$ cat src/rtl/boa_insn_realign_pkg.sv
// -----------------------------------------------------------------------------
// boa_insn_realign_pkg
// Shared types and helpers for the instruction realigner.
//   realign_state_e : realigner state (EMPTY / LO / HI / SPLIT)
//   is_rvc()        : true when a parcel's low two bits mark a compressed insn
// -----------------------------------------------------------------------------
package boa_insn_realign_pkg;

    typedef enum logic [1:0] {
        RA_EMPTY = 2'd0,  // no fetch word held
        RA_LO    = 2'd1,  // next insn starts at held[15:0]
        RA_HI    = 2'd2,  // next insn starts at held[31:16]
        RA_SPLIT = 2'd3   // held[31:16] is the low half of a 32-bit insn
    } realign_state_e;

    function automatic logic is_rvc(input logic [1:0] parcel_lsb);
        return parcel_lsb != 2'b11;
    endfunction

endpackage

$ cat src/rtl/boa_insn_realign.sv
// -----------------------------------------------------------------------------
// boa_insn_realign
// Turns a stream of aligned 32-bit little-endian fetch words into a stream of
// instructions, splitting out 16-bit compressed parcels and stitching 32-bit
// instructions that straddle two fetch words.
//
// Configuration macro: BOA_REALIGN_RVC_EN
//   defined   : compressed (RVC) parcels are recognised; all four states used.
//   undefined : every word is one 32-bit insn; only EMPTY and LO are used,
//               o_rvc is 0 and flush_addr[1] is ignored.
//
// Ports
//   clk, rst           : clock, synchronous active-high reset
//   flush, flush_addr  : discard held state, restart at flush_addr (bit 1
//                        selects the starting halfword)
//   f_valid/f_ready    : fetch word handshake; f_data word, f_addr its address
//   o_valid/o_ready    : instruction handshake; o_insn, o_addr, o_rvc
// -----------------------------------------------------------------------------
module boa_insn_realign
    import boa_insn_realign_pkg::*;
#(
    parameter int alen = 32
) (
    input  logic            clk,
    input  logic            rst,
    input  logic            flush,
    input  logic [alen-1:0] flush_addr,
    input  logic            f_valid,
    output logic            f_ready,
    input  logic [31:0]     f_data,
    input  logic [alen-1:0] f_addr,
    output logic            o_valid,
    input  logic            o_ready,
    output logic [31:0]     o_insn,
    output logic [alen-1:0] o_addr,
    output logic            o_rvc
);

    realign_state_e  state_q, state_d;
    logic [31:0]     held_q, held_d;
    logic [alen-1:0] held_addr_q, held_addr_d;
    logic            f_acc;
    logic            o_xfer;

`ifdef BOA_REALIGN_RVC_EN
    logic            start_hi_q, start_hi_d;
    logic [alen-1:0] hi_addr;

    assign hi_addr = held_addr_q + alen'(2);
`endif

    // The restart address only matters through bit 1; the actual instruction
    // addresses always come from f_addr of the next accepted word.
    logic unused_addr_bits;
    assign unused_addr_bits = ^{flush_addr, f_addr[1:0]};

    // Handshake and presented instruction
    always_comb begin
        f_ready = 1'b0;
        o_valid = 1'b0;
        o_insn  = '0;
        o_addr  = '0;
        o_rvc   = 1'b0;
        case (state_q)
            RA_EMPTY: f_ready = 1'b1;
            RA_LO: begin
                o_valid = 1'b1;
                o_addr  = held_addr_q;
`ifdef BOA_REALIGN_RVC_EN
                if (is_rvc(held_q[1:0])) begin
                    // The upper half is still pending, so no new word yet.
                    o_insn = {16'h0000, held_q[15:0]};
                    o_rvc  = 1'b1;
                end else begin
                    o_insn  = held_q;
                    f_ready = o_ready;
                end
`else
                o_insn  = held_q;
                f_ready = o_ready;
`endif
            end
`ifdef BOA_REALIGN_RVC_EN
            RA_HI: begin
                if (is_rvc(held_q[17:16])) begin
                    o_valid = 1'b1;
                    o_insn  = {16'h0000, held_q[31:16]};
                    o_addr  = hi_addr;
                    o_rvc   = 1'b1;
                    f_ready = o_ready;
                end
            end
            RA_SPLIT: begin
                // Upper half comes straight from the incoming word, so the
                // instruction and the word transfer in the same cycle.
                o_valid = f_valid;
                o_insn  = {f_data[15:0], held_q[31:16]};
                o_addr  = hi_addr;
                f_ready = o_ready;
            end
`endif
            default: ;
        endcase
        if (rst) begin
            f_ready = 1'b0;
            o_valid = 1'b0;
            o_insn  = '0;
            o_addr  = '0;
            o_rvc   = 1'b0;
        end else if (flush) begin
            f_ready = 1'b0;
            o_valid = 1'b0;
        end
    end

    assign f_acc  = f_valid && f_ready;
    assign o_xfer = o_valid && o_ready;

    // Next state; every accepted word is latched regardless of state.
    always_comb begin
        state_d     = state_q;
        held_d      = f_acc ? f_data : held_q;
        held_addr_d = f_acc ? {f_addr[alen-1:2], 2'b00} : held_addr_q;
`ifdef BOA_REALIGN_RVC_EN
        start_hi_d  = start_hi_q;
`endif
        case (state_q)
            RA_EMPTY: begin
                if (f_acc) begin
`ifdef BOA_REALIGN_RVC_EN
                    state_d    = start_hi_q ? RA_HI : RA_LO;
                    start_hi_d = 1'b0;
`else
                    state_d    = RA_LO;
`endif
                end
            end
            RA_LO: begin
                if (o_xfer) state_d = f_acc ? RA_LO : RA_EMPTY;
`ifdef BOA_REALIGN_RVC_EN
                if (o_xfer && o_rvc) state_d = RA_HI;
`endif
            end
`ifdef BOA_REALIGN_RVC_EN
            RA_HI: begin
                if (!is_rvc(held_q[17:16])) state_d = RA_SPLIT;
                else if (o_xfer)            state_d = f_acc ? RA_LO : RA_EMPTY;
            end
            RA_SPLIT: begin
                if (o_xfer) state_d = RA_HI;
            end
`endif
            default: state_d = RA_EMPTY;
        endcase
        if (flush) begin
            state_d    = RA_EMPTY;
`ifdef BOA_REALIGN_RVC_EN
            start_hi_d = flush_addr[1];
`endif
        end
    end

    // Control state is reset; the held word is simply orphaned by EMPTY.
    always_ff @(posedge clk) begin
        if (rst) begin
            state_q    <= RA_EMPTY;
`ifdef BOA_REALIGN_RVC_EN
            start_hi_q <= 1'b0;
`endif
        end else begin
            state_q    <= state_d;
`ifdef BOA_REALIGN_RVC_EN
            start_hi_q <= start_hi_d;
`endif
        end
        held_q      <= held_d;
        held_addr_q <= held_addr_d;
    end

endmodule

$ cat config.mk
export PLATFORM = sky130hd
export DESIGN_NAME = boa_insn_realign
export DESIGN_NICKNAME = d
export VERILOG_FILES = /design/src/rtl/boa_insn_realign_pkg.sv /design/src/rtl/boa_insn_realign.sv
export SDC_FILE = /design/constraint.sdc
export NUM_CORES = 1
export LEC_CHECK = 0
export BUFFER_PORTS_ARGS = -buffer_cell sky130_fd_sc_hd__buf_4
export CAP_MARGIN = 20
export CORE_MARGIN = 4
export CORE_UTILIZATION = 45
export DETAILED_ROUTE_END_ITERATION = 8
export GPL_ROUTABILITY_DRIVEN = 1
export PLACE_DENSITY = 0.9
export SETUP_SLACK_MARGIN = 0.05
export SLEW_MARGIN = 20
export SYNTH_ARGS = -nofsm -noshare
export SYNTH_HDL_FRONTEND = slang
export SYNTH_SLANG_ARGS = --single-unit
$ cat constraint.sdc
create_clock -name clk -period 4 [get_ports clk]
set_clock_uncertainty 0.1 [all_clocks]
set_input_delay 0.4 -clock clk [delete_from_list [all_inputs] [get_ports clk]]
set_output_delay 0.4 -clock clk [all_outputs]
set_load 0.01 [all_outputs]
# [Yosys cells after proc, flatten, opt, wreduce, memory -nomap -nowiden]
# Index checks and enable logic that the tools add are counted.
[totals] register_bits=64 out_inout_bits=67
[classes] mux=14 eq_ne=3 n_reduce_logical=5
[ops] cell="$mux 32" count=4
[ops] cell="$mux 1" count=6
[ops] cell="$mux 2" count=2
[ops] cell="$ne 2x2->1 const B" count=2
[ops] cell="$pmux 2 s2" count=1
[ops] cell="$eq 2x1->1 const B" count=1
[ops] cell="$logic_and 1x1->1" count=2
[ops] cell="$logic_not 2->1" count=1
[ops] cell="$pmux 1 s2" count=1
[ops] cell="$reduce_and 2->1" count=1
[ops] cell="$reduce_or 2->1" count=1

# [Depth between registers and ports, before layout]
# Gate-level depths: netlist of run 1.
[logic_depth] depth_word=8 depth_mapped=4 ltp_nobuf=2

# [Worst setup path before layout of run 1]
# No wires, ideal clock.
[synth_path] kind="input to register" startpoint="in flush" endpoint="reg held_addr_q[10] (enable)" t_arrival_ns=2.035 path_slack_ns=1.438 setup_ns=0.427 path_stages=2 cell_sequence="nor2_1 and3b_1"
[synth_via] elab_chain_cells=3
[synth_rtl] element="from (decl)" line="boa_insn_realign.sv:26" text="input logic flush,"
[synth_rtl] element="$mux 1" line="boa_insn_realign.sv:110" text="end else if (flush) begin"
[synth_rtl] element="$mux 1" line="boa_insn_realign.sv:104" text="if (rst) begin"
[synth_rtl] element="$logic_and 1x1->1" line="boa_insn_realign.sv:116" text="assign f_acc = f_valid && f_ready;"
[synth_rtl] element="net f_acc" line="boa_insn_realign.sv:42" text="logic f_acc;"
[synth_rtl] element="to (signal assigned)" line="boa_insn_realign.sv:177" text="held_addr_q <= held_addr_d;"
[synth_rtl] element="to (decl)" line="boa_insn_realign.sv:41" text="logic [alen-1:0] held_addr_q, held_addr_d;"
# The timed path passes the listed nets, and every way through them passes these cells.
# A chain may end at the register's enable or synchronous reset.

# [Worst setup path in the final report of run 1]
[layout_path] startpoint="reg state_q[0]" endpoint="out o_addr[21]"
[layout_via] elab_chain_cells=3
[layout_rtl] element="from (decl)" line="boa_insn_realign.sv:39" text="realign_state_e state_q, state_d;"
[layout_rtl] element="from (signal assigned)" line="boa_insn_realign.sv:171" text="state_q <= state_d;"
[layout_rtl] element="$eq 2x1->1" line="boa_insn_realign.sv:64" text="case (state_q)"
[layout_rtl] element="$mux 32" line="boa_insn_realign.sv:64"
[layout_rtl] element="$mux 32" line="boa_insn_realign.sv:104"
[layout_rtl] element="to (decl)" line="boa_insn_realign.sv:35" text="output logic [alen-1:0] o_addr,"
# Every way passes these cells.

==> results.md, run 1 <==
* First-pass GRT wire length at 8.07 mm
* Synth Warn # at 0
* Core Region at 5510 µm²
* Slowest cell on crit path: nor2b_4
* Commonest cells after routing, fill and taps aside: buf_4 (131), edfxtp_1 (62), and2_4 (48)
* Clock sink count at 63
* FP Rows at 27
* Critical Path End Type: output port
* Final Core Density at 0.671
* Peak supply drop at 297 µV
* Pins Over Slew Limit at 0
* Synth top area share at 0.733
* Seq/Total Area, Yosys at 0.741
* Area contributors post-synth: edfxtp_1 (73%), and2_4 (17%), and2_1 (3.4%)
* Clk pin slew, worst setup/hold paths at 0.07 ns
* Final setup violation count at 0
* Synth area leader: edfxtp_1
* Final Hold Viols at 0
* Final hold slack at roughly 0.15 ns
* Arr. time, crit path at 1.76 ns
* Synthesis-stage register bit count at 63
* Die Span X at just over 80 µm
* Met1 WL at 1.74 mm
* Inserted Diodes at 0
* Root buf cell: clkbuf_8
* Vias at approximately 1600
* Simple-gate area share of the yosys netlist at 0.215
* FMAX at around 440 MHz
* Met3 Routed Length at 461 µm
* CP required at 3.50 ns
* Placer's final routability congestion estimate at ~0.76
* Reg-to-reg setup timing slack at 1.89 ns
* FF-to-FF End: held_addr_q[22]
* First-iteration detailed-routing DRC count at 67
* Yosys cell types at 13
* DR pass1 iterations at 3
* Starting Density at 0.461
* Routed wire per std cell at about 14 µm
* XOR/XNOR share of the synthesized area at 0
* Mapped Cells at 143
* Drc violations at 0
* Mean post-synth cell area at 17.8 µm²
* Max transition margin at 0.572
* Setup Total Neg Slack at 0 ns
* Maxcap violations at 0
* Uppermost layer routed: met4
* Largest family of logic cells by synthesized area: simple AND/OR/NAND/NOR gates
* Crit-path cells: nor2b_4, buf_16, and2_4, buf_4
* Die Area at 6910 µm²
* Kind of critical path: register to output port
* PD cells at 344 nW/µm²
* Buffers added on ports at 130
* Layout cells sized above 1 at 0.689
* Multiplexer area fraction after synthesis at 0
* Fin crit period at 2.26 ns
* Hold EP: held_q[17]
* Synth Cell Area at about 2500 µm²
* Worst r2r src: state_q[0]
* Vias in the first global route at 1685
* Crit Path Max Fanout at 34
* Initial antenna violation count at 0
* Worst-Skew Late Latency at 0.31 ns
* CTS tree: done
* Post-CTS Repair Setup Buffers at 0
* Tcrit/Tclk final at 0.565
* Largest net degree at the start of global routing at 35
* P&R area growth vs syn at 45.4%
* RSZ-0062 raised after global routing: no
* Startpoint Class: register
* Compound-Gate Fraction of Synth Area at 0.00295
* DR vias/cell at ~4.4
* Crit path launch: state_q[0]
* Hold Path Origin: f_data[17]
* Inserted Clock Buffers at 9
* R2R depth at 3
* Max incr delay on CP at 0.57 ns
* ANT nets after route at 0
* Outcome: finished clean
* Grt total ovfl at 0
* CTS resizes at 0
* Power, Total at 1.27 mW
* Nets at 379
* DR WL met2 at 2.72 mm
* Worst Hold Class: input pin to register
* Top-Level Pins at 168
* CTS Hold Buffers Added at 0
* Htree depth at 3
* Commonest non-fill, non-tap cell in the layout: buf_4
* Final wirelength at 5.05 mm
* Synth Area in Adders at 0
* GRT Total Usage at 0.151
* Tightest Pin Transition at 0.642 ns
* Die H at 83.1 µm
* Leak at 1.61 nW
* Max clock buf depth at 2
* Hold Crit Depth at 1
through the flow:
| step | area (µm²) | setup WS [ns] | instances |
|---|---|---|---|
| global placement | 3530 | 1.61 | 338 |
| detailed placement | 3550 | 1.70 | 339 |
| global route | 3700 | 1.61 | 352 |
| finish | 3700 | 1.74 | 352 |
| CTS | 3700 | 1.73 | 352 |
| floorplan | 2550 | 1.44 | 145 |
logic make-up (layout without fill, tap and decap cells):
group | after synthesis | after routing
flip-flops | 63 | 63
other | 1 | 3
buffers and inverters | 10 | 145
AO/OA/AOI/OAI | 1 | 1
AND/OR/NAND/NOR | 68 | 68
state kept, by name, summed over array words and instances (netlist names):
| register | cells |
|---|---|
| held_q | 32 |
| held_addr_q | 30 |
| state_q | 1 |
Yosys cell counts:
master,count
and2_1,14
and2_4,48
and3b_1,1
buf_4,3
buf_6,7
conb_1,1
dfxtp_1,1
edfxtp_1,62
nor2_1,1
nor2b_1,2
nor2b_2,1
nor3_1,1
o21a_1,1
where the power goes:
part / total, mW / leakage [nW] / switching, mW / internal (mW)
registers: 0.752 / 0.577 / 0.00419 / 0.748
clock network: 0.414 / 0.0753 / 0.204 / 0.210
logic: 0.105 / 0.962 / 0.0380 / 0.0671
total: 1.27 / 1.61 / 0.246 / 1.02
layer usage:
layer  global-route usage  vias to the layer above
li1                     -                      751
met1                0.150                      705
met2                0.266                       86
met3               0.0635                       15
met4               0.0802                        0
met5                    0                        -
worst max path at each step:
| stage | slack (ns) | cells after the start | to |
|---|---|---|---|
| after global placement | 1.61 | 4 | o_insn[21] |
| after floorplan | 1.44 | 2 | held_addr_q[10] |
| after global routing | 1.61 | 4 | o_valid |
| after CTS | 1.73 | 4 | o_addr[21] |
| after detailed placement | 1.70 | 4 | held_addr_q[29] |
| final | 1.74 | 4 | o_addr[21] |
worst max-delay path, delay by kind of cell, from the launching register on:
family        cells  cell delay, ns
flops             1            0.34
simple gates      2            0.73
buf+inv           2            0.37
area by class of cell:
type | instances | area [µm²]
Multi-Input combinational cell | 72 | 572
Clock inverter | 3 | 13.8
Fill cell | 385 | 1810
Sequential cell | 63 | 1880
Clock buffer | 10 | 128
Tap cell | 72 | 90.1
Timing Repair Buffer | 132 | 1010
Power figures use the tool's default switching activity.
==> run 2, diff against run 1 <==
--- a/config.mk
+++ b/config.mk
@@ -5,13 +5,14 @@
 export SDC_FILE = /design/constraint.sdc
 export NUM_CORES = 1
 export LEC_CHECK = 0
+export ABC_AREA = 1
 export BUFFER_PORTS_ARGS = -buffer_cell sky130_fd_sc_hd__buf_4
 export CAP_MARGIN = 20
 export CORE_MARGIN = 4
-export CORE_UTILIZATION = 45
+export CORE_UTILIZATION = 42
 export DETAILED_ROUTE_END_ITERATION = 8
 export GPL_ROUTABILITY_DRIVEN = 1
-export PLACE_DENSITY = 0.9
+export PLACE_DENSITY = 0.85
 export SETUP_SLACK_MARGIN = 0.05
 export SLEW_MARGIN = 20
 export SYNTH_ARGS = -nofsm -noshare
==> constraint.sdc (replaced) <==
create_clock -name clk -period 2.1 [get_ports clk]
set_clock_uncertainty 0.1 [all_clocks]
set_input_delay 0.21 -clock clk [delete_from_list [all_inputs] [get_ports clk]]
set_output_delay 0.21 -clock clk [all_outputs]
set_load 0.01 [all_outputs]
==> results.md, run 2 <==
* Drc violations at 0 (unchanged)
* Outcome: finished clean
* First-iteration detailed-routing DRC count at 97 (+45%)
* Clk pin slew, worst setup/hold paths at 0.06 ns (about the same)
* Clock network fraction of total power at 0.317 (-0.009)
* Max clock buf depth at 2 (unchanged)
* Worst-Skew Late Latency at 0.32 ns (about the same)
* Initial antenna violation count at 0 (unchanged)
* FF-to-FF End: held_q[3]
* Vias in the first global route at 2271 (+35%)
* Routed wire per std cell at 14.5 µm (+0.91%)
* Synth Cell Area at 2540 µm² (-0.15%)
* R2R depth at 4 (+1)
* Crit Path Max Fanout at 23 (-32%)
* Biggest regs: held_q (32), held_addr_q (30), state_q (1)
* Async SR Flop Fraction at 0 (unchanged)
* Commonest cells after routing, fill and taps aside: buf_4 (135), nand2_1 (66), nor2_1 (64)
* GRT Total Usage at 0.195 (+0.0441)
* Leak at 1.84 nW (+14%)
* Pins Over Slew Limit at 0 (unchanged)
* Critical Path End Type: output port
* P&R area growth vs syn at 69.9%
* Final setup violation count at 0 (unchanged)
* Crit path launch: state_q[0]
* Clock sink count at 63 (unchanged)
* Die Area at 7350 µm² (+6.3%)
* Maxcap violations at 0 (unchanged)
* Tcrit/Tclk final at 0.845
* Placed insts at 414 (+22%)
* FP Rows at 28 (+3.7%)
* Commonest non-fill, non-tap cell in the layout: buf_4
* Grt total ovfl at 0 (unchanged)
* Nets at 513 (+35%)
* Final Worst Setup Slack at 0.325 ns (-1.42 ns)
* Inserted Clock Buffers at 9 (unchanged)
* Die H at 85.7 µm (+3.1%)
* DR pass1 iterations at 4 (+1)
* Switching part of the total at 0.214 (+0.0203)
* ANT nets after route at 0 (unchanged)
* Setup Total Neg Slack at 0 ns (unchanged)
* Top-Level Pins at 168 (unchanged)
* CTS tree: done
* Htree depth at 3 (unchanged)
* First-pass GRT wire length at 10.8 mm (+34%)
* Buffers added on ports at 130 (unchanged)
* Synth area leader: edfxtp_1
* Power, Total at 2.57 mW (+100%)
* Hold Crit Depth at 4 (+3)
* Comb pwr share at 0.124 (+0.041)
* P_sw at 0.551 mW (+120%)
* Reg-to-reg setup timing slack at 0.57 ns (-1.32 ns)
* Mapped Cells at 218 (+52%)
* Worst r2r src: state_q[0]
* FMAX at about 560 MHz
* CP required at 1.79 ns (-1.71 ns)
* Starting Density at 0.431 (-0.0304)
* Synthesis-stage register bit count at 63 (unchanged)
* RSZ-0062 raised after global routing: no
* Post-synth EDFFs at 62 (unchanged)
* Kind of critical path: register to output port
* DR vias/cell at 4.48 (+1.3%)
* Max reg flops at 32 (unchanged)
* Int Pwr at 2.02 mW (+97%)
* Area contributors post-synth: edfxtp_1 (73%), nand2_1 (9.8%), nor2_1 (9.6%)
* Seq/Total Area, Yosys at 0.742 (+0.00110)
* Pre-CTS setup slack at 0.516 ns (-1.18 ns)
* Fin crit period at 1.78 ns
* Final Core Density at 0.733 (+0.0614)
* Hold EP: state_q[0]
* Dominant synthesized flop cell: edfxtp_1
* Vias at 2195 (+41%)
* Root buf cell: clkbuf_8
* Reg with most FFs: held_q
* Synth top area share at 0.734 (+0.00108)
* Placer's final routability congestion estimate at 0.700 (-7.9%)
* Mean post-synth cell area at 11.6 µm² (-35%)
* Synth top cells by count: nand2_1 (66), nor2_1 (65), edfxtp_1 (62)
* Post-CTS Repair Setup Buffers at 0 (unchanged)
* Largest net degree at the start of global routing at 38 (+8.6%)
* Non-filler cells, final at 490 (+39%)
* Inserted Diodes at 0 (unchanged)
* Post-DP HPWL at between 4 and 5 mm
* Hold Path Origin: flush
* Arr. time, crit path at 1.47 ns (-0.29 ns)
* PD cells at 597 nW/µm² (+74%)
* Layout cells sized above 1 at 0.357 (-0.333)
* Synth Warn # at 0 (unchanged)
* Flop pwr share at 0.558 (-0.034)
* Die Span X at 85.7 µm (+3.1%)
* Most frequent cell after synthesis: nand2_1
* Final Hold Viols at 0 (unchanged)
* Startpoint Class: register
* Peak supply drop at 642 µV (+120%)
* Final wirelength at 7.09 mm (+40%)
* Worst Hold Class: input pin to register
* Yosys cell types at 10 (-3)
* Core Region at 5890 µm² (+6.9%)
## run 2: changes by cell type after synthesis, moves of 2 or more
cell / before / now
and2_1: 14 / 0
and2_4: 48 / 0
buf_2: 0 / 7
inv_1: 0 / 5
nand2_1: 0 / 66
nor2_1: 1 / 65
nor2b_1: 2 / 0
## run 2: repair_timing
item | CTS | global route
endpoints found under the hold margin | 62 | 0
setup endpoints to repair | 0 | 2
gates resized for setup | 0 | 1
hold buffers | 62 | 0
## run 2: per-layer routing
layer  vias up  global-route usage  wire length (µm)
met2        89               0.378              4020
li1       1080                   -                 -
met5         -                   0                 0
met4         0              0.0950               222
met3        19              0.0480               438
met1      1007               0.190              2410
## run 2: worst max path at each step
stage | slack (ns) | cells past startpoint | endpoint
after floorplan | 0.07 | 4 | held_addr_q[10]
after global placement | 0.54 | 4 | held_q[5]
after detailed placement | 0.52 | 4 | held_addr_q[17]
after CTS | 0.19 | 4 | o_insn[14]
after global routing | 0.20 | 4 | o_addr[17]
final | 0.32 | 4 | o_insn[14]
## run 2: kinds of logic (layout without fill, tap and decap cells)
group,count (synthesis),after routing,share of synthesized area
compound gates,1,1,0.00197
other cells,1,3,0.00148
simple gates,131,131,0.194
flops,63,63,0.742
buf+inv,22,217,0.0611
## run 2: through the flow
step	cell area (µm²)	hold WS, ns
3_5_place_dp	3540	0.289
2_1_floorplan	2550	0.209
4_1_cts	4310	0.0222
6_report	4310	0.0318
5_1_grt	4310	0.0149
3_3_place_gp	3540	0.288
## run 2: worst max-delay path: stages, from the launching register on
cell,delay (ns)
dfxtp_4,0.49
buf_4,0.29
nand2_1,0.08
nor2_1,0.13
buf_4,0.14
## run 2: power groups by stage
stage	combinational [mW]	clock (mW)	sequential, mW
global route	0.346	0.897	1.44
finish	0.320	0.817	1.44
floorplan	0.0956	0	1.46
global placement	0.214	0	1.46
detailed placement	0.222	0	1.47
CTS	0.316	0.837	1.44
## run 2: layout make-up
cell class	instances	area, µm²
fill	383	1570
clock buffer	11	131
multi-input combinational	135	515
inverter	5	18.8
timing repair buffer	198	1650
tap	75	93.8
clock inverter	3	12.5
sequential	63	1890
==> run 3, diff against run 2 <==
--- a/config.mk
+++ b/config.mk
@@ -5,7 +5,7 @@
 export SDC_FILE = /design/constraint.sdc
 export NUM_CORES = 1
 export LEC_CHECK = 0
-export ABC_AREA = 1
+export ABC_AREA = 0
 export BUFFER_PORTS_ARGS = -buffer_cell sky130_fd_sc_hd__buf_4
 export CAP_MARGIN = 20
 export CORE_MARGIN = 4
==> constraint.sdc (replaced) <==
create_clock -name clk -period 1.7 [get_ports clk]
set_clock_uncertainty 0.1 [all_clocks]
set_input_delay 0.17 -clock clk [delete_from_list [all_inputs] [get_ports clk]]
set_output_delay 0.17 -clock clk [all_outputs]
set_load 0.01 [all_outputs]
==> results.md, run 3 (synthesis results as in run 1) <==
* Inserted Clock Buffers at 9 (unchanged)
* Inserted Diodes at 0 (unchanged)
* Final Core Density at 0.786 (+0.0534)
* DR vias/cell at 4.42 (-1.4%)
* Worst r2r src: state_q[0]
* Root buf cell: clkbuf_8
* Comb pwr share at 0.129 (+0.005)
* Core Region at 5890 µm² (unchanged)
* FMAX at 610 MHz
* Final setup violation count at 0 (unchanged)
* Outcome: finished clean
* Tcrit/Tclk final at 0.965
* P_sw at 0.673 mW (+22%)
* Htree depth at 3 (unchanged)
* Layout cells sized above 1 at 0.603 (+0.247)
* Maxcap violations at 0 (unchanged)
* First-pass GRT wire length at 10.2 mm (-6.1%)
* Kind of critical path: register to output port
* First-iteration detailed-routing DRC count at 47 (-52%)
* Drc violations at 0 (unchanged)
* CP required at 1.43 ns (-0.36 ns)
* Nets at 450 (-12%)
* FF-to-FF End: held_addr_q[11]
* Vias at 1891 (-14%)
* Critical Path End Type: output port
* DR pass1 iterations at 4 (unchanged)
* PD cells at 696 nW/µm² (+17%)
* P&R area growth vs syn at 82.0%
* Peak supply drop at 582 µV (-9.3%)
* Crit Path Max Fanout at 8 (-65%)
* Commonest non-fill, non-tap cell in the layout: buf_4
* Setup Total Neg Slack at 0 ns (unchanged)
* Final Hold Viols at 0 (unchanged)
* Setup crit end: o_addr[29]
* Initial antenna violation count at 0 (unchanged)
* Die H at 85.8 µm (about the same)
* Vias in the first global route at 2037 (-10%)
* R2R depth at 3 (-1)
* Starting Density at 0.432 (+0.000638)
* Post-DP HPWL at 3.61 mm (-16%)
* Final wirelength at 7.23 mm (+2.0%)
* Commonest cells after routing, fill and taps aside: buf_4 (106), dlygate4sd3_1 (63), edfxtp_1 (62)
* Routed wire per std cell at 16.9 µm (+17%)
* Area occupied by multi-input gates at 597 µm² (+16%)
* Reg-to-reg setup timing slack at 0.25 ns (-0.32 ns)
* Die Area at 7360 µm² (+0.14%)
* Storage cell area at 1880 µm² (-0.13%)
* Clock network fraction of total power at 0.321 (+0.004)
* Clk pin slew, worst setup/hold paths at 0.06 ns (about the same)
* Flop pwr share at 0.550 (-0.008)
* Biggest regs: held_q (32), held_addr_q (30), state_q (1)
* Buffers added on ports at 130 (unchanged)
* ANT nets after route at 0 (unchanged)
* Worst-Skew Late Latency at 0.32 ns (about the same)
* Fin crit period at 1.64 ns
* Switching part of the total at 0.209 (-0.00510)
* Pins Over Slew Limit at 0 (unchanged)
* Clock sink count at 63 (unchanged)
* GRT Total Usage at 0.189 (-0.00633)
* FP Rows at 28 (unchanged)
* Worst Hold Class: input pin to register
* Leak at 1.98 nW (+7.5%)
* Die Span X at 85.8 µm (about the same)
* CTS tree: done
* Top-Level Pins at 168 (unchanged)
* Arr. time, crit path at 1.37 ns (-0.10 ns)
* Max clock buf depth at 2 (unchanged)
* Largest net degree at the start of global routing at 35 (-7.9%)
* Crit path launch: state_q[0]
* Reg with most FFs: held_q
* Startpoint Class: register
* Placer's final routability congestion estimate at 0.715 (+2.2%)
* Fillcell total at 351 (-8.4%)
* RSZ-0062 raised after global routing: yes
* Int Pwr at 2.55 mW (+26%)
* Grt total ovfl at 0 (unchanged)
* Max reg flops at 32 (unchanged)
run 3: changes by cell type in the layout (fill, tap and decap cells not counted), sizes merged, moves of 2 or more:
cell    before  now
clkbuf      11   13
nor2        65    1
nor2b        0    3
and2         0   62
inv          5    0
nand2       66    0
run 3: stage by stage:
stage	power, mW	area [µm²]	std cells	hold slack (ns)	setup slack [ns]
detailed placement	2.06	3590	343	0.249	0.272
floorplan	1.89	2550	145	0.169	0.0522
global placement	2.05	3590	343	0.248	0.308
finish	3.22	4630	428	0.0326	0.0601
global route	3.37	4630	428	0.0304	0.000500
CTS	3.21	4400	422	0.0112	0.00262
run 3: critical path, cell delays in order, from the launching register on:
cell and delay [ns]:
dfxtp_2 0.33, nor2b_4 0.15, buf_12 0.15, clkbuf_16 0.16, and2_4 0.15, buf_6 0.10
run 3: metal layers:
metal,global-route usage,vias up,wire [µm]
li1,-,897,-
met5,0,-,0
met3,0.0480,16,507
met2,0.353,85,4040
met1,0.195,893,2500
met4,0.0906,0,178
run 3: layout make-up:
class	instances	share of cell area
Tap cell	75	0.0203
Timing Repair Buffer	203	0.410
Multi-Input combinational cell	72	0.129
Clock inverter	5	0.00568
Clock buffer	10	0.0276
Sequential cell	63	0.407
run 3: what timing repair did:
action	4_1_cts	5_1_grt
cloned	1	5
setup endpoints to repair	63	63
hold buffers	63	0
hold endpoints to repair	63	0
buffers inserted	0	1
pin swaps	0	23
gates resized for setup	1	38
run 3: worst min path at each step:
| stage | start | to | cells past startpoint |
|---|---|---|---|
| 2_1_floorplan | f_addr[10] | held_addr_q[10] | 0 |
| 3_3_place_gp | f_data[25] | held_q[25] | 1 |
| 3_5_place_dp | f_data[25] | held_q[25] | 1 |
| 4_1_cts | flush | state_q[0] | 3 |
| 5_1_grt | rst | state_q[0] | 3 |
| 6_report | flush | state_q[0] | 3 |
run 3: power groups by stage:
stage,sequential [mW],clock [mW],combinational (mW)
floorplan,1.80,0,0.0926
global placement,1.80,0,0.248
detailed placement,1.80,0,0.255
CTS,1.77,1.06,0.379
global route,1.77,1.15,0.442
finish,1.77,1.03,0.416
